--- src/rtl/ifmap_bank_reader_if.sv ---
// Bus bundle between the ifmap bank reader and its surroundings: configuration,
// bank handshake with the write controller, memory read port and output stream.
interface ifmap_bank_reader_if #(
    parameter int unsigned IC0             = 2,
    parameter int unsigned DATA_WIDTH      = 16,
    parameter int unsigned CONFIG_WIDTH    = 32,
    parameter int unsigned BANK_ADDR_WIDTH = 32
);
    logic                       config_en;
    logic [CONFIG_WIDTH-1:0]    config_data;
    logic                       bank_ready;
    logic                       bank_release;
    logic                       rd_en;
    logic [BANK_ADDR_WIDTH-1:0] rd_addr;
    logic [IC0*DATA_WIDTH-1:0]  rd_data;
    logic [DATA_WIDTH-1:0]      output_dat;
    logic                       output_vld;
    logic                       output_rdy;
    logic                       done;

    // Reader side.
    modport master (
        input  config_en, config_data, bank_ready, rd_data, output_rdy,
        output bank_release, rd_en, rd_addr, output_dat, output_vld, done
    );

    // Environment side: config source, write controller, memory and consumer.
    modport slave (
        output config_en, config_data, bank_ready, rd_data, output_rdy,
        input  bank_release, rd_en, rd_addr, output_dat, output_vld, done
    );
endinterface

--- src/rtl/ifmap_bank_reader.sv ---
// Ifmap bank reader: fetches IC0-lane chained words from the bank memory and
// emits them lane by lane (lane 0 first) as a DATA_WIDTH valid/ready stream,
// walking OY1_OX1 banks of D words and handshaking each bank with the writer.
module ifmap_bank_reader #(
    parameter int unsigned IC0             = 2,
    parameter int unsigned DATA_WIDTH      = 16,
    parameter int unsigned COUNTER_WID     = 8,
    parameter int unsigned CONFIG_WIDTH    = 32,
    parameter int unsigned BANK_ADDR_WIDTH = 32,
    parameter int unsigned OY1_OX1         = 2
) (
    input  logic                clk,
    input  logic                rst,
    ifmap_bank_reader_if.master bus
);

    typedef enum logic [2:0] {
        IDLE,
        WAIT_BANK,
        FETCH,
        STREAM,
        RELEASE,
        DONE
    } state_t;

    state_t                     state;
    logic [COUNTER_WID-1:0]     depth;
    logic [COUNTER_WID-1:0]     bank_idx;
    logic [COUNTER_WID-1:0]     word_idx;
    logic [COUNTER_WID-1:0]     lane_idx;
    logic [BANK_ADDR_WIDTH-1:0] base;
    logic [IC0*DATA_WIDTH-1:0]  hold;
    logic [DATA_WIDTH-1:0]      lane_dat;

    logic cfg_ok;
    logic last_lane;
    logic last_word;
    logic last_bank;
    logic handshake;

    assign cfg_ok    = bus.config_en && (bus.config_data != '0);
    assign last_lane = (lane_idx == COUNTER_WID'(IC0 - 1));
    assign last_word = (word_idx == depth - COUNTER_WID'(1));
    assign last_bank = (bank_idx == COUNTER_WID'(OY1_OX1 - 1));
    assign handshake = (state == STREAM) && bus.output_rdy;

    // Select the current lane out of the holding register.
    always_comb begin
        lane_dat = '0;
        for (int unsigned i = 0; i < IC0; i++) begin
            if (lane_idx == COUNTER_WID'(i)) begin
                lane_dat = hold[i*DATA_WIDTH +: DATA_WIDTH];
            end
        end
    end

    // Read strobe: on bank grant, or on the last-lane handshake so the next word
    // arrives after a single bubble cycle.
    always_comb begin
        bus.rd_en   = 1'b0;
        bus.rd_addr = '0;
        if ((state == WAIT_BANK) && bus.bank_ready) begin
            bus.rd_en   = 1'b1;
            bus.rd_addr = base;
        end else if (handshake && last_lane && !last_word) begin
            bus.rd_en   = 1'b1;
            bus.rd_addr = base + BANK_ADDR_WIDTH'(word_idx) + BANK_ADDR_WIDTH'(1);
        end
    end

    assign bus.output_vld   = (state == STREAM);
    assign bus.output_dat   = (state == STREAM) ? lane_dat : '0;
    assign bus.bank_release = (state == RELEASE);
    assign bus.done         = (state == DONE);

    // Control FSM with word/lane/bank counters and bank base address.
    always_ff @(posedge clk or posedge rst) begin
        if (rst) begin
            state    <= IDLE;
            depth    <= '0;
            bank_idx <= '0;
            word_idx <= '0;
            lane_idx <= '0;
            base     <= '0;
            hold     <= '0;
        end else begin
            case (state)
                IDLE: begin
                    if (cfg_ok) begin
                        depth <= bus.config_data[COUNTER_WID-1:0];
                        state <= WAIT_BANK;
                    end
                end
                WAIT_BANK: begin
                    if (bus.bank_ready) begin
                        state <= FETCH;
                    end
                end
                FETCH: begin
                    hold     <= bus.rd_data;
                    lane_idx <= '0;
                    state    <= STREAM;
                end
                STREAM: begin
                    if (bus.output_rdy) begin
                        if (!last_lane) begin
                            lane_idx <= lane_idx + COUNTER_WID'(1);
                        end else if (!last_word) begin
                            word_idx <= word_idx + COUNTER_WID'(1);
                            state    <= FETCH;
                        end else begin
                            state <= RELEASE;
                        end
                    end
                end
                RELEASE: begin
                    word_idx <= '0;
                    if (last_bank) begin
                        base     <= '0;
                        bank_idx <= '0;
                        state    <= DONE;
                    end else begin
                        base     <= base + BANK_ADDR_WIDTH'(depth);
                        bank_idx <= bank_idx + COUNTER_WID'(1);
                        state    <= WAIT_BANK;
                    end
                end
                DONE: begin
                    if (cfg_ok) begin
                        depth <= bus.config_data[COUNTER_WID-1:0];
                        state <= WAIT_BANK;
                    end
                end
                default: state <= IDLE;
            endcase
        end
    end

endmodule
--- src/flat_wrapper.sv ---
// flat-port wrapper written by rule: the top's interface ports become plain ports
module ifmap_bank_reader_flat 
#(
    parameter int unsigned IC0             = 2,
    parameter int unsigned DATA_WIDTH      = 16,
    parameter int unsigned COUNTER_WID     = 8,
    parameter int unsigned CONFIG_WIDTH    = 32,
    parameter int unsigned BANK_ADDR_WIDTH = 32,
    parameter int unsigned OY1_OX1         = 2
)
  (clk, rst, bus_config_en, bus_config_data, bus_bank_ready, bus_rd_data, bus_output_rdy, bus_bank_release, bus_rd_en, bus_rd_addr, bus_output_dat, bus_output_vld, bus_done);
  ifmap_bank_reader_if #(.IC0(IC0), .DATA_WIDTH(DATA_WIDTH), .CONFIG_WIDTH(CONFIG_WIDTH), .BANK_ADDR_WIDTH(BANK_ADDR_WIDTH)) bus_i ();
  input  logic clk;
  input  logic rst;
  input wire logic [$bits(bus_i.config_en)-1:0] bus_config_en;
  input wire logic [$bits(bus_i.config_data)-1:0] bus_config_data;
  input wire logic [$bits(bus_i.bank_ready)-1:0] bus_bank_ready;
  input wire logic [$bits(bus_i.rd_data)-1:0] bus_rd_data;
  input wire logic [$bits(bus_i.output_rdy)-1:0] bus_output_rdy;
  output wire logic [$bits(bus_i.bank_release)-1:0] bus_bank_release;
  output wire logic [$bits(bus_i.rd_en)-1:0] bus_rd_en;
  output wire logic [$bits(bus_i.rd_addr)-1:0] bus_rd_addr;
  output wire logic [$bits(bus_i.output_dat)-1:0] bus_output_dat;
  output wire logic [$bits(bus_i.output_vld)-1:0] bus_output_vld;
  output wire logic [$bits(bus_i.done)-1:0] bus_done;
  assign bus_i.config_en = bus_config_en;
  assign bus_i.config_data = bus_config_data;
  assign bus_i.bank_ready = bus_bank_ready;
  assign bus_i.rd_data = bus_rd_data;
  assign bus_i.output_rdy = bus_output_rdy;
  assign bus_bank_release = bus_i.bank_release;
  assign bus_rd_en = bus_i.rd_en;
  assign bus_rd_addr = bus_i.rd_addr;
  assign bus_output_dat = bus_i.output_dat;
  assign bus_output_vld = bus_i.output_vld;
  assign bus_done = bus_i.done;
  ifmap_bank_reader #(.IC0(IC0), .DATA_WIDTH(DATA_WIDTH), .COUNTER_WID(COUNTER_WID), .CONFIG_WIDTH(CONFIG_WIDTH), .BANK_ADDR_WIDTH(BANK_ADDR_WIDTH), .OY1_OX1(OY1_OX1)) u_core (.clk(clk), .rst(rst), .bus(bus_i));
endmodule
--- config.mk ---
export PLATFORM = sky130hd
export DESIGN_NAME = ifmap_bank_reader_flat
export DESIGN_NICKNAME = d
export VERILOG_FILES = /design/src/rtl/ifmap_bank_reader_if.sv /design/src/rtl/ifmap_bank_reader.sv /design/src/flat_wrapper.sv
export SDC_FILE = /design/constraint.sdc
export NUM_CORES = 1
export LEC_CHECK = 0
export BUFFER_PORTS_ARGS = -buffer_cell sky130_fd_sc_hd__clkbuf_2
export CAP_MARGIN = 20
export CORE_UTILIZATION = 52
export CTS_BUF_LIST = sky130_fd_sc_hd__clkbuf_8
export CTS_CLUSTER_DIAMETER = 80
export DETAILED_ROUTE_END_ITERATION = 10
export GPL_TIMING_DRIVEN = 0
export PLACE_DENSITY = 0.89
export REMOVE_ABC_BUFFERS = 1
export SYNTH_ARGS = -nofsm -noshare
export SYNTH_HDL_FRONTEND = slang
export SYNTH_SLANG_ARGS = --single-unit
--- constraint.sdc ---
create_clock -name clk -period 3 [get_ports clk]
set_clock_uncertainty 0.1 [all_clocks]
set_input_delay 0.3 -clock clk [delete_from_list [all_inputs] [get_ports clk]]
set_output_delay 0.3 -clock clk [all_outputs]
set_load 0.05 [all_outputs]
==> impl_metrics.json, run 1 <==
{
  "dpl.hpwl_um": 10500,
  "cp.arrival_ns": 2.77,
  "required_ns": 2.60,
  "grt_start_max_net_pins": 53,
  "io_pins": 121,
  "synth_simple_gate_area_share_pct": 20.1,
  "synthCells": 671,
  "gp_congestion": 0.930,
  "worst_pin_slew_ns": 0.655,
  "place_area_um2": 7040,
  "n_fill_cell": 792,
  "ant_nets": 0,
  "layout_commonest_cell": "clkbuf_2",
  "synth-xor-area-share_pct": 9.64,
  "synth_edf_count": 0,
  "via_per_inst": 6.09,
  "cts.clk_slew.worst_paths_ns": 0.11,
  "nets": 915,
  "synthArstFlopShare_pct": 100,
  "synth_mux_area_share_pct": 7.57,
  "grt_pass1_wl_um": 27300,
  "first_pass_iters": 5,
  "leakagePower_uw": 0.00377,
  "die_h_um": 113,
  "std_cell_rows": 40,
  "syn_avg_cell_area_um2": 9.48,
  "num_vias": 5928,
  "wl_um": 17700,
  "cts.htree.levels": 3,
  "yosys.area_share.adder_pct": 5.15,
  "clk_latency_ns": 0.38,
  "finalHoldViolations": 0,
  "grt_pass1_vias": 5730,
  "synth_ff_type": "dfrtp_1",
  "critPathMaxFanout": 6,
  "finalCritPeriodShare_pct": 106,
  "ys_types": 60,
  "drv_slew": 0,
  "antenna_found_initial": 0,
  "hold_depth": 2,
  "final_cell_mix": "clkbuf_2, dfrtp_1, nor2_1, nand2_1, mux2_2",
  "synth_top_family_by_area": "simple AND/OR/NAND/NOR gates",
  "maxCapViolations": 0,
  "post-route-cell-area_um2": 8530,
  "synth_compound_area_share_pct": 14.4,
  "clock_sinks": 99,
  "dp_slack_ns": -0.749,
  "numCtsBuffers": 9,
  "ys_seq_elements": 99,
  "setup_slack_ns": -0.175,
  "hold_path.class": "in2reg",
  "syn_area_um2": 6360,
  "cts.path.max_buffers": 2,
  "drcViolationCount": 0,
  "peakVddDrop_v": 0.000606,
  "cts_tree": "yes",
  "coreArea_um2": 12000,
  "initial_utilization_pct": 53.2,
  "min_period_ns": 3.17,
  "cts-root-buf": "clkbuf_8",
  "ys_warn_count": 0,
  "die_area_um2": 12700,
  "grt_usage_pct": 27.0,
  "setup_viol": 31,
  "drtIter0Drc": 675,
  "slew-limit-headroom_pct": 56.3,
  "drive_gt1_share_pct": 43.1,
  "diodes": 0,
  "rsz0062_at_grt": "true",
  "fp.dieW_um": 113,
  "violations": "negative setup slack",
  "area_growth_syn_to_layout_pct": 34.1,
  "power_density_nw_per_um2": 765,
  "io_buffer_count": 120,
  "gr-total-overflow": 0,
  "final.setup.tns_ns": -1.90,
  "ys_seq_area_share_pct": 38.9,
  "status": "finished with violations",
  "reg2reg_depth": 11,
  "clock.fmax_mhz": 315,
  "path_class": "reg2out",
  "drt-wirelength-per-cell_um": 18.2,
  "worst_setup_path_start_kind": "flip-flop",
  "worst_setup_path_end_kind": "output port"
}
layout make-up:
class	count	area, µm²	share of cell area (%)
inverter	24	98.8	1.16
timing repair inverter	1	5.00	0.0587
tap	147	184	2.16
sequential	99	2500	29.3
timing repair buffer	173	1420	16.7
clock inverter	7	70.1	0.822
multi-input combinational	513	4120	48.4
clock buffer	9	124	1.45
path summary, 6_finish.rpt:
check,startpoint,endpoint,slack [ns]
setup / recovery,u_core.base[0]$_DFFE_PP0P_,bus_rd_addr[30],-0.17
hold / removal,bus_rd_data[2],u_core.hold[2]$_DFFE_PP0P_,0.04
setup reg to reg,u_core.base[0]$_DFFE_PP0P_,u_core.base[14]$_DFFE_PP0P_,0.13
hold reg to reg,u_core.bank_idx[7]$_DFFE_PP0P_,u_core.bank_idx[7]$_DFFE_PP0P_,0.40
max in group asynchronous,rst,u_core.depth[5]$_DFFE_PP0P_,1.66
min in group asynchronous,rst,u_core.hold[21]$_DFFE_PP0P_,0.46
state kept, by name, summed over array words and instances, names as in the netlist:
signal,count
u_core.bank_idx,8
u_core.base,32
u_core.depth,8
u_core.hold,32
u_core.lane_idx,8
u_core.state,3
u_core.word_idx,8
critical path: stages (launching register included):
cell	delay, ns
dfrtp_1	0.38
inv_2	0.06
ha_4	0.16
fa_2	0.34
nor2b_1	0.15
o21a_1	0.19
o21ai_4	0.09
a31oi_4	0.25
buf_12	0.16
nand4_1	0.10
xor2_1	0.18
nor2_1	0.13
clkbuf_8	0.20
report_power, final:
part	internal, µW	leakage [µW]	total (µW)	switching (µW)
registers	1690	0.00124	2000	303
logic	1490	0.00243	3660	2170
clock network	324	0.0000951	867	543
total	3510	0.00377	6530	3010
repair_timing:
item / 4_1_cts / 5_1_grt
resized for setup: 142 / 98
hold endpoints to repair: 47 / 0
buffers inserted: 33 / 16
endpoints found under the setup margin: 75 / 52
hold buffers: 1 / 0
cloned: 3 / 0
pin swaps: 17 / 19
cells by family after synthesis:
kind of cell / count (synthesis)
adder cells (fa/ha/maj): 25
buffers and inverters: 60
flip-flops: 99
XOR/XNOR: 70
multiplexers: 43
AND/OR/NAND/NOR: 242
AO/OA/AOI/OAI: 132
synth_stat cells, drive strengths merged (3+ instances only):
cell type	n	share of area, %
nand3	26	2.0
o21ai	34	2.7
a211oi	3	0.43
xor2	53	7.3
a21o	10	1.2
nor2	72	4.8
and3	9	0.89
o211ai	3	0.35
xnor2	17	2.3
or3	15	1.5
nand2	50	3.0
a32o	3	0.47
dfrtp	99	39
o31ai	7	0.83
nand4	24	2.4
and4	7	0.96
a22o	19	2.6
buf	19	1.8
nor4	10	1.5
and2	7	0.69
a21oi	24	2.1
inv	24	1.4
o21a	5	0.59
nor3	7	0.71
ha	23	4.5
clkbuf	17	1.0
or2	5	0.49
a31oi	7	0.69
mux2	41	7.3
through the flow:
stage / power (µW) / hold slack [ns] / util (%) / instances
4_1_cts: 6250 / 0.0306 / 67.7 / 958
5_1_grt: 6850 / 0.0205 / 71.3 / 973
2_1_floorplan: 4230 / 0.338 / - / 635
3_3_place_gp: 4790 / 0.360 / 58.3 / 902
3_5_place_dp: 4910 / 0.326 / 58.8 / 905
6_report: 6530 / 0.0382 / 71.3 / 973
per-layer routing:
metal	vias to the layer above	wire [µm]	GRT usage, %	part of all wire (%)
met4	0	537	9.87	3.0
met5	-	0	0	0
met3	56	1110	4.86	6.3
met2	280	9070	47.2	51
li1	2688	-	-	-
met1	2904	6960	33.3	39
(Power assumes the default switching activity.)
==> inputs of run 2 (changes only) <==
--- a/config.mk
+++ b/config.mk
@@ -12,7 +12,7 @@
 export CTS_CLUSTER_DIAMETER = 80
 export DETAILED_ROUTE_END_ITERATION = 10
 export GPL_TIMING_DRIVEN = 0
-export PLACE_DENSITY = 0.89
+export PLACE_DENSITY = 0.79
 export REMOVE_ABC_BUFFERS = 1
 export SYNTH_ARGS = -nofsm -noshare
 export SYNTH_HDL_FRONTEND = slang
==> constraint.sdc (replaced) <==
create_clock -name clk -period 3 [get_ports clk]
set_clock_uncertainty 0.1 [all_clocks]
set_input_delay 0.3 -clock clk [delete_from_list [all_inputs] [get_ports clk]]
set_output_delay 0.3 -clock clk [all_outputs]
set_load 0.005 [all_outputs]
==> impl_metrics.json, run 2 (synthesis results as in run 1) <==
{
  "die_h_um": 113,
  "place_area_um2": 7030,
  "leakagePower_uw": 0.00360,
  "drcViolationCount": 0,
  "fp.dieW_um": 113,
  "via_per_inst": 6.04,
  "area_growth_syn_to_layout_pct": 25.2,
  "grtUsageMet2_pct": 44.2,
  "gr-usage-met3_pct": 4.64,
  "finalHoldViolations": 0,
  "status": "finished with violations",
  "drtIter0Drc": 348,
  "worst_pin_slew_ns": 0.984,
  "gr-total-overflow": 0,
  "die_area_um2": 12700,
  "clock.fmax_mhz": 324,
  "finalCritPeriodShare_pct": 103,
  "io_buffer_count": 120,
  "io_pins": 121,
  "hold_ws_ns": 0.0367,
  "cp.arrival_ns": 2.69,
  "grt_start_max_net_pins": 56,
  "drive_gt1_share_pct": 37.9,
  "cts-root-buf": "clkbuf_8",
  "first_pass_iters": 7,
  "critPathMaxFanout": 5,
  "final_cell_mix": "clkbuf_2, dfrtp_1, nor2_1, xor2_1, nand2_1",
  "antenna_found_initial": 0,
  "drv_slew": 0,
  "maxCapViolations": 0,
  "nets": 912,
  "ant_nets": 0,
  "required_ns": 2.60,
  "initial_utilization_pct": 53.2,
  "cts.htree.levels": 3,
  "grt_usage_pct": 26.0,
  "diodes": 0,
  "hold_path.class": "in2reg",
  "slew-limit-headroom_pct": 34.2,
  "dpl.hpwl_um": 10900,
  "power_density_nw_per_um2": 726,
  "grt_busiest_layer": "met2",
  "gp_congestion": 0.911,
  "min_period_ns": 3.09,
  "numCtsBuffers": 9,
  "clock_sinks": 99,
  "wl_um": 16800,
  "rsz0062_at_grt": "true",
  "num_vias": 5860,
  "worst_setup_path_start_kind": "flip-flop",
  "grt_util_met1_pct": 32.4,
  "top_regs": "u_core.base x32, u_core.hold x32",
  "clk_latency_ns": 0.38,
  "path_class": "reg2out",
  "cts_tree": "yes",
  "cts.path.max_buffers": 2,
  "std_cell_rows": 40,
  "worst_setup_path_end_kind": "output port",
  "coreArea_um2": 12000,
  "peakVddDrop_v": 0.000510,
  "post-route-cell-area_um2": 7970,
  "layout_commonest_cell": "clkbuf_2",
  "utilization_pct": 66.6,
  "grt_pass1_vias": 5481,
  "setup_slack_ns": -0.0851,
  "violations": "negative setup slack",
  "setup_viol": 11,
  "drt-wirelength-per-cell_um": 17.3,
  "grt_pass1_wl_um": 26200,
  "cts.clk_slew.worst_paths_ns": 0.11
}
==> run 2: cell count changes in the layout (fill, tap and decap cells not counted), sizes merged <==
cell	change
bufinv	+2
inv	+1
clkbuf	+25
clkinv	-3
buf	-28
==> run 2: where the power goes <==
| group | leakage (µW) | internal (µW) | switching [µW] |
|---|---|---|---|
| registers | 0.00124 | 1690 | 322 |
| logic | 0.00225 | 1430 | 1360 |
| clock network | 0.000112 | 476 | 501 |
==> run 2: worst paths after layout <==
path	cells past startpoint	start	to	slack (ns)
min in group asynchronous	3	rst	u_core.base[10]$_DFFE_PP0P_	0.44
max	12	u_core.base[0]$_DFFE_PP0P_	bus_rd_addr[30]	-0.09
min reg2reg	1	u_core.bank_idx[7]$_DFFE_PP0P_	u_core.bank_idx[7]$_DFFE_PP0P_	0.38
min	2	bus_rd_data[29]	u_core.hold[29]$_DFFE_PP0P_	0.04
max in group asynchronous	4	rst	u_core.state[2]$_DFFE_PP0P_	1.69
max reg2reg	9	u_core.state[0]$_DFFE_PP0P_	u_core.base[29]$_DFFE_PP0P_	0.11
==> run 2: final cells by class <==
| type | instances | area, µm² |
|---|---|---|
| inverter | 24 | 96.3 |
| clock buffer | 9 | 124 |
| multi-input combinational | 513 | 3890 |
| tap | 147 | 184 |
| fill | 881 | 4000 |
| sequential | 99 | 2500 |
| clock inverter | 7 | 97.6 |
| timing repair buffer | 170 | 1070 |
| timing repair inverter | 1 | 5.00 |
==> run 2: worst max-delay path, stage by stage, from the launching register on <==
cell and delay (ns):
dfrtp_1 0.37, inv_2 0.06, ha_4 0.16, fa_2 0.37
nor2b_1 0.13, o21a_1 0.20, o21ai_4 0.10, a31oi_4 0.24
buf_6 0.17, nand4_1 0.11, xor2_1 0.18, nor2_1 0.11
buf_2 0.12
==> run 2: what timing repair did <==
item                                   4_1_cts  5_1_grt
hold buffers                                 1        0
pin swaps                                    6       23
gates resized for setup                     40       44
endpoints found under the hold margin       44        0
setup endpoints to repair                   74       39
gates cloned                                 3        1
buffers inserted                            10       35
==> run 2: metrics by stage <==
stage	power [µW]	setup WS (ns)	instances	TNS (ns)
floorplan	3520	0.00957	635	0
finish	5780	-0.0851	970	-0.511
detailed placement	4180	-0.473	905	-7.66
CTS	5380	-0.0694	935	-0.330
global placement	4060	-1.04	902	-125.12
global route	6120	-0.207	970	-2.46
==> run 2: routing by layer <==
metal	wire [µm]	vias to the layer above
met5	0	-
met4	448	0
met3	1040	45
met2	8490	255
met1	6800	2870
li1	-	2690
==> inputs of run 3 (changes only) <==
--- a/config.mk
+++ b/config.mk
@@ -7,12 +7,12 @@
 export LEC_CHECK = 0
 export BUFFER_PORTS_ARGS = -buffer_cell sky130_fd_sc_hd__clkbuf_2
 export CAP_MARGIN = 20
-export CORE_UTILIZATION = 52
+export CORE_UTILIZATION = 58
 export CTS_BUF_LIST = sky130_fd_sc_hd__clkbuf_8
 export CTS_CLUSTER_DIAMETER = 80
 export DETAILED_ROUTE_END_ITERATION = 10
 export GPL_TIMING_DRIVEN = 0
-export PLACE_DENSITY = 0.79
+export PLACE_DENSITY = 0.83
 export REMOVE_ABC_BUFFERS = 1
 export SYNTH_ARGS = -nofsm -noshare
 export SYNTH_HDL_FRONTEND = slang
==> constraint.sdc (replaced) <==
create_clock -name clk -period 3.35 [get_ports clk]
set_clock_uncertainty 0.1 [all_clocks]
set_input_delay 0.335 -clock clk [delete_from_list [all_inputs] [get_ports clk]]
set_output_delay 0.335 -clock clk [all_outputs]
set_load 0.005 [all_outputs]
==> impl_metrics.json, run 3 (synthesis results as in run 1) <==
{
  "cp.arrival_ns": 2.82,
  "clock_sinks": 99,
  "drt-wirelength-per-cell_um": 17.0,
  "peakVddDrop_v": 0.000510,
  "wl_um": 15700,
  "reg2reg_depth": 8,
  "grt_usage_pct": 28.7,
  "finalPower_uw": 4640,
  "initial_utilization_pct": 60.8,
  "fp.dieW_um": 107,
  "area_growth_syn_to_layout_pct": 16.2,
  "r2r_start": "u_core.state[0]$_DFFE_PP0P_",
  "io_pins": 121,
  "setup_viol": 0,
  "ff2ff_setup_slack_ns": 0.35,
  "place_area_um2": 7000,
  "top_regs": "u_core.base x32, u_core.hold x32",
  "status": "finished clean",
  "rsz0062_at_grt": "false",
  "cts_tree": "yes",
  "die_area_um2": 11400,
  "worst_setup_path_start_kind": "flip-flop",
  "leakagePower_uw": 0.00336,
  "grt_pass1_wl_um": 25900,
  "finalCritPeriodShare_pct": 97.2,
  "gr-total-overflow": 0,
  "nets": 874,
  "final_cell_mix": "clkbuf_2, dfrtp_1, nor2_1, xor2_1, nand2_1",
  "gp_congestion": 0.914,
  "crit_path_start": "u_core.lane_idx[2]$_DFFE_PP0P_",
  "dpl.hpwl_um": 11100,
  "cts-root-buf": "clkbuf_8",
  "diodes": 0,
  "cts.clk_slew.worst_paths_ns": 0.11,
  "cp-endpoint": "bus_rd_addr[7]",
  "finalHoldViolations": 0,
  "path_class": "reg2out",
  "drcViolationCount": 0,
  "antenna_found_initial": 0,
  "min_period_ns": 3.25,
  "coreArea_um2": 10500,
  "layout_commonest_cell": "clkbuf_2",
  "grt_start_max_net_pins": 58,
  "n_fill_cell": 794,
  "required_ns": 2.91,
  "power_density_nw_per_um2": 628,
  "post-route-cell-area_um2": 7390,
  "maxCapViolations": 0,
  "slew-limit-headroom_pct": 34.0,
  "via_per_inst": 6.10,
  "drv_slew": 0,
  "cts.path.max_buffers": 2,
  "worst_setup_path_end_kind": "output port",
  "io_buffer_count": 120,
  "r2r-end": "u_core.base[29]$_DFFE_PP0P_",
  "grt_pass1_vias": 5521,
  "drive_gt1_share_pct": 29.9,
  "drtIter0Drc": 358,
  "hold_path.class": "in2reg",
  "std_cell_rows": 37,
  "first_pass_iters": 6,
  "worst_pin_slew_ns": 0.988,
  "clk_latency_ns": 0.38,
  "ant_nets": 0,
  "die_h_um": 107,
  "critPathMaxFanout": 6,
  "num_vias": 5615,
  "clock.fmax_mhz": 307,
  "numCtsBuffers": 9,
  "cts.htree.levels": 3
}
## run 3: worst min-delay path by stage
| stage | cells past startpoint | end | slack [ns] | start |
|---|---|---|---|---|
| 6_report | 2 | u_core.hold[10]$_DFFE_PP0P_ | 0.08 | bus_rd_data[10] |
| 5_1_grt | 2 | u_core.hold[10]$_DFFE_PP0P_ | 0.06 | bus_rd_data[10] |
| 4_1_cts | 2 | u_core.hold[4]$_DFFE_PP0P_ | 0.07 | bus_rd_data[4] |
| 3_5_place_dp | 2 | u_core.base[30]$_DFFE_PP0P_ | 0.33 | rst |
| 3_3_place_gp | 1 | u_core.bank_idx[7]$_DFFE_PP0P_ | 0.37 | u_core.bank_idx[7]$_DFFE_PP0P_ |
| 2_1_floorplan | 1 | u_core.bank_idx[7]$_DFFE_PP0P_ | 0.34 | u_core.bank_idx[7]$_DFFE_PP0P_ |
## run 3: what timing repair did
action | in CTS | in global routing
endpoints found under the hold margin | 42 | 0
pin swaps | 4 | 1
hold buffers | 1 | 0
resized for setup | 5 | 13
endpoints found under the setup margin | 28 | 39
gates cloned | 1 | 1
buffers inserted | 7 | 2
## run 3: final cells by class
| class | instances | area, µm² | area share (%) |
|---|---|---|---|
| multi-input cells | 513 | 3700 | 50.1 |
| flip-flops and latches | 99 | 2480 | 33.6 |
| repair buffers | 132 | 738 | 9.99 |
| well taps | 136 | 170 | 2.30 |
| clock buffers | 9 | 124 | 1.68 |
| inverters | 24 | 96.3 | 1.30 |
| clock inverters | 7 | 70.1 | 0.948 |
| repair inverters | 1 | 5.00 | 0.0677 |
## run 3: per-stage QoR
stage               hold slack [ns]  TNS, ns  util (%)  cells  setup WS [ns]
floorplan                     0.338        0         -    635          0.325
global placement              0.366   -73.10      66.5    891         -0.725
detailed placement            0.329    -2.20      66.9    893         -0.224
CTS                          0.0650        0      70.0    918        0.00855
global route                 0.0636        0      70.6    921         0.0178
finish                       0.0756        0      70.6    921         0.0950
## run 3: per-layer routing
layer	up-vias	routed length, µm	track usage (%)
met5	-	0	0
li1	2614	-	-
met1	2710	6390	35.6
met2	257	7870	49.6
met3	34	1090	5.23
met4	0	329	11.0
## run 3: critical path: stages, from the launching register on
cell      delay (ns)
dfrtp_1         0.46
or4_1           0.56
nor2_1          0.23
nand3_1         0.25
or3_1           0.56
o21ai_0         0.23
clkbuf_2        0.15
## run 3: report_power, final
group / leakage (µW) / switching, µW / internal [µW]
sequential: 0.00126 / 333 / 1510
clock: 0.0000887 / 477 / 289
combinational: 0.00201 / 1030 / 1000
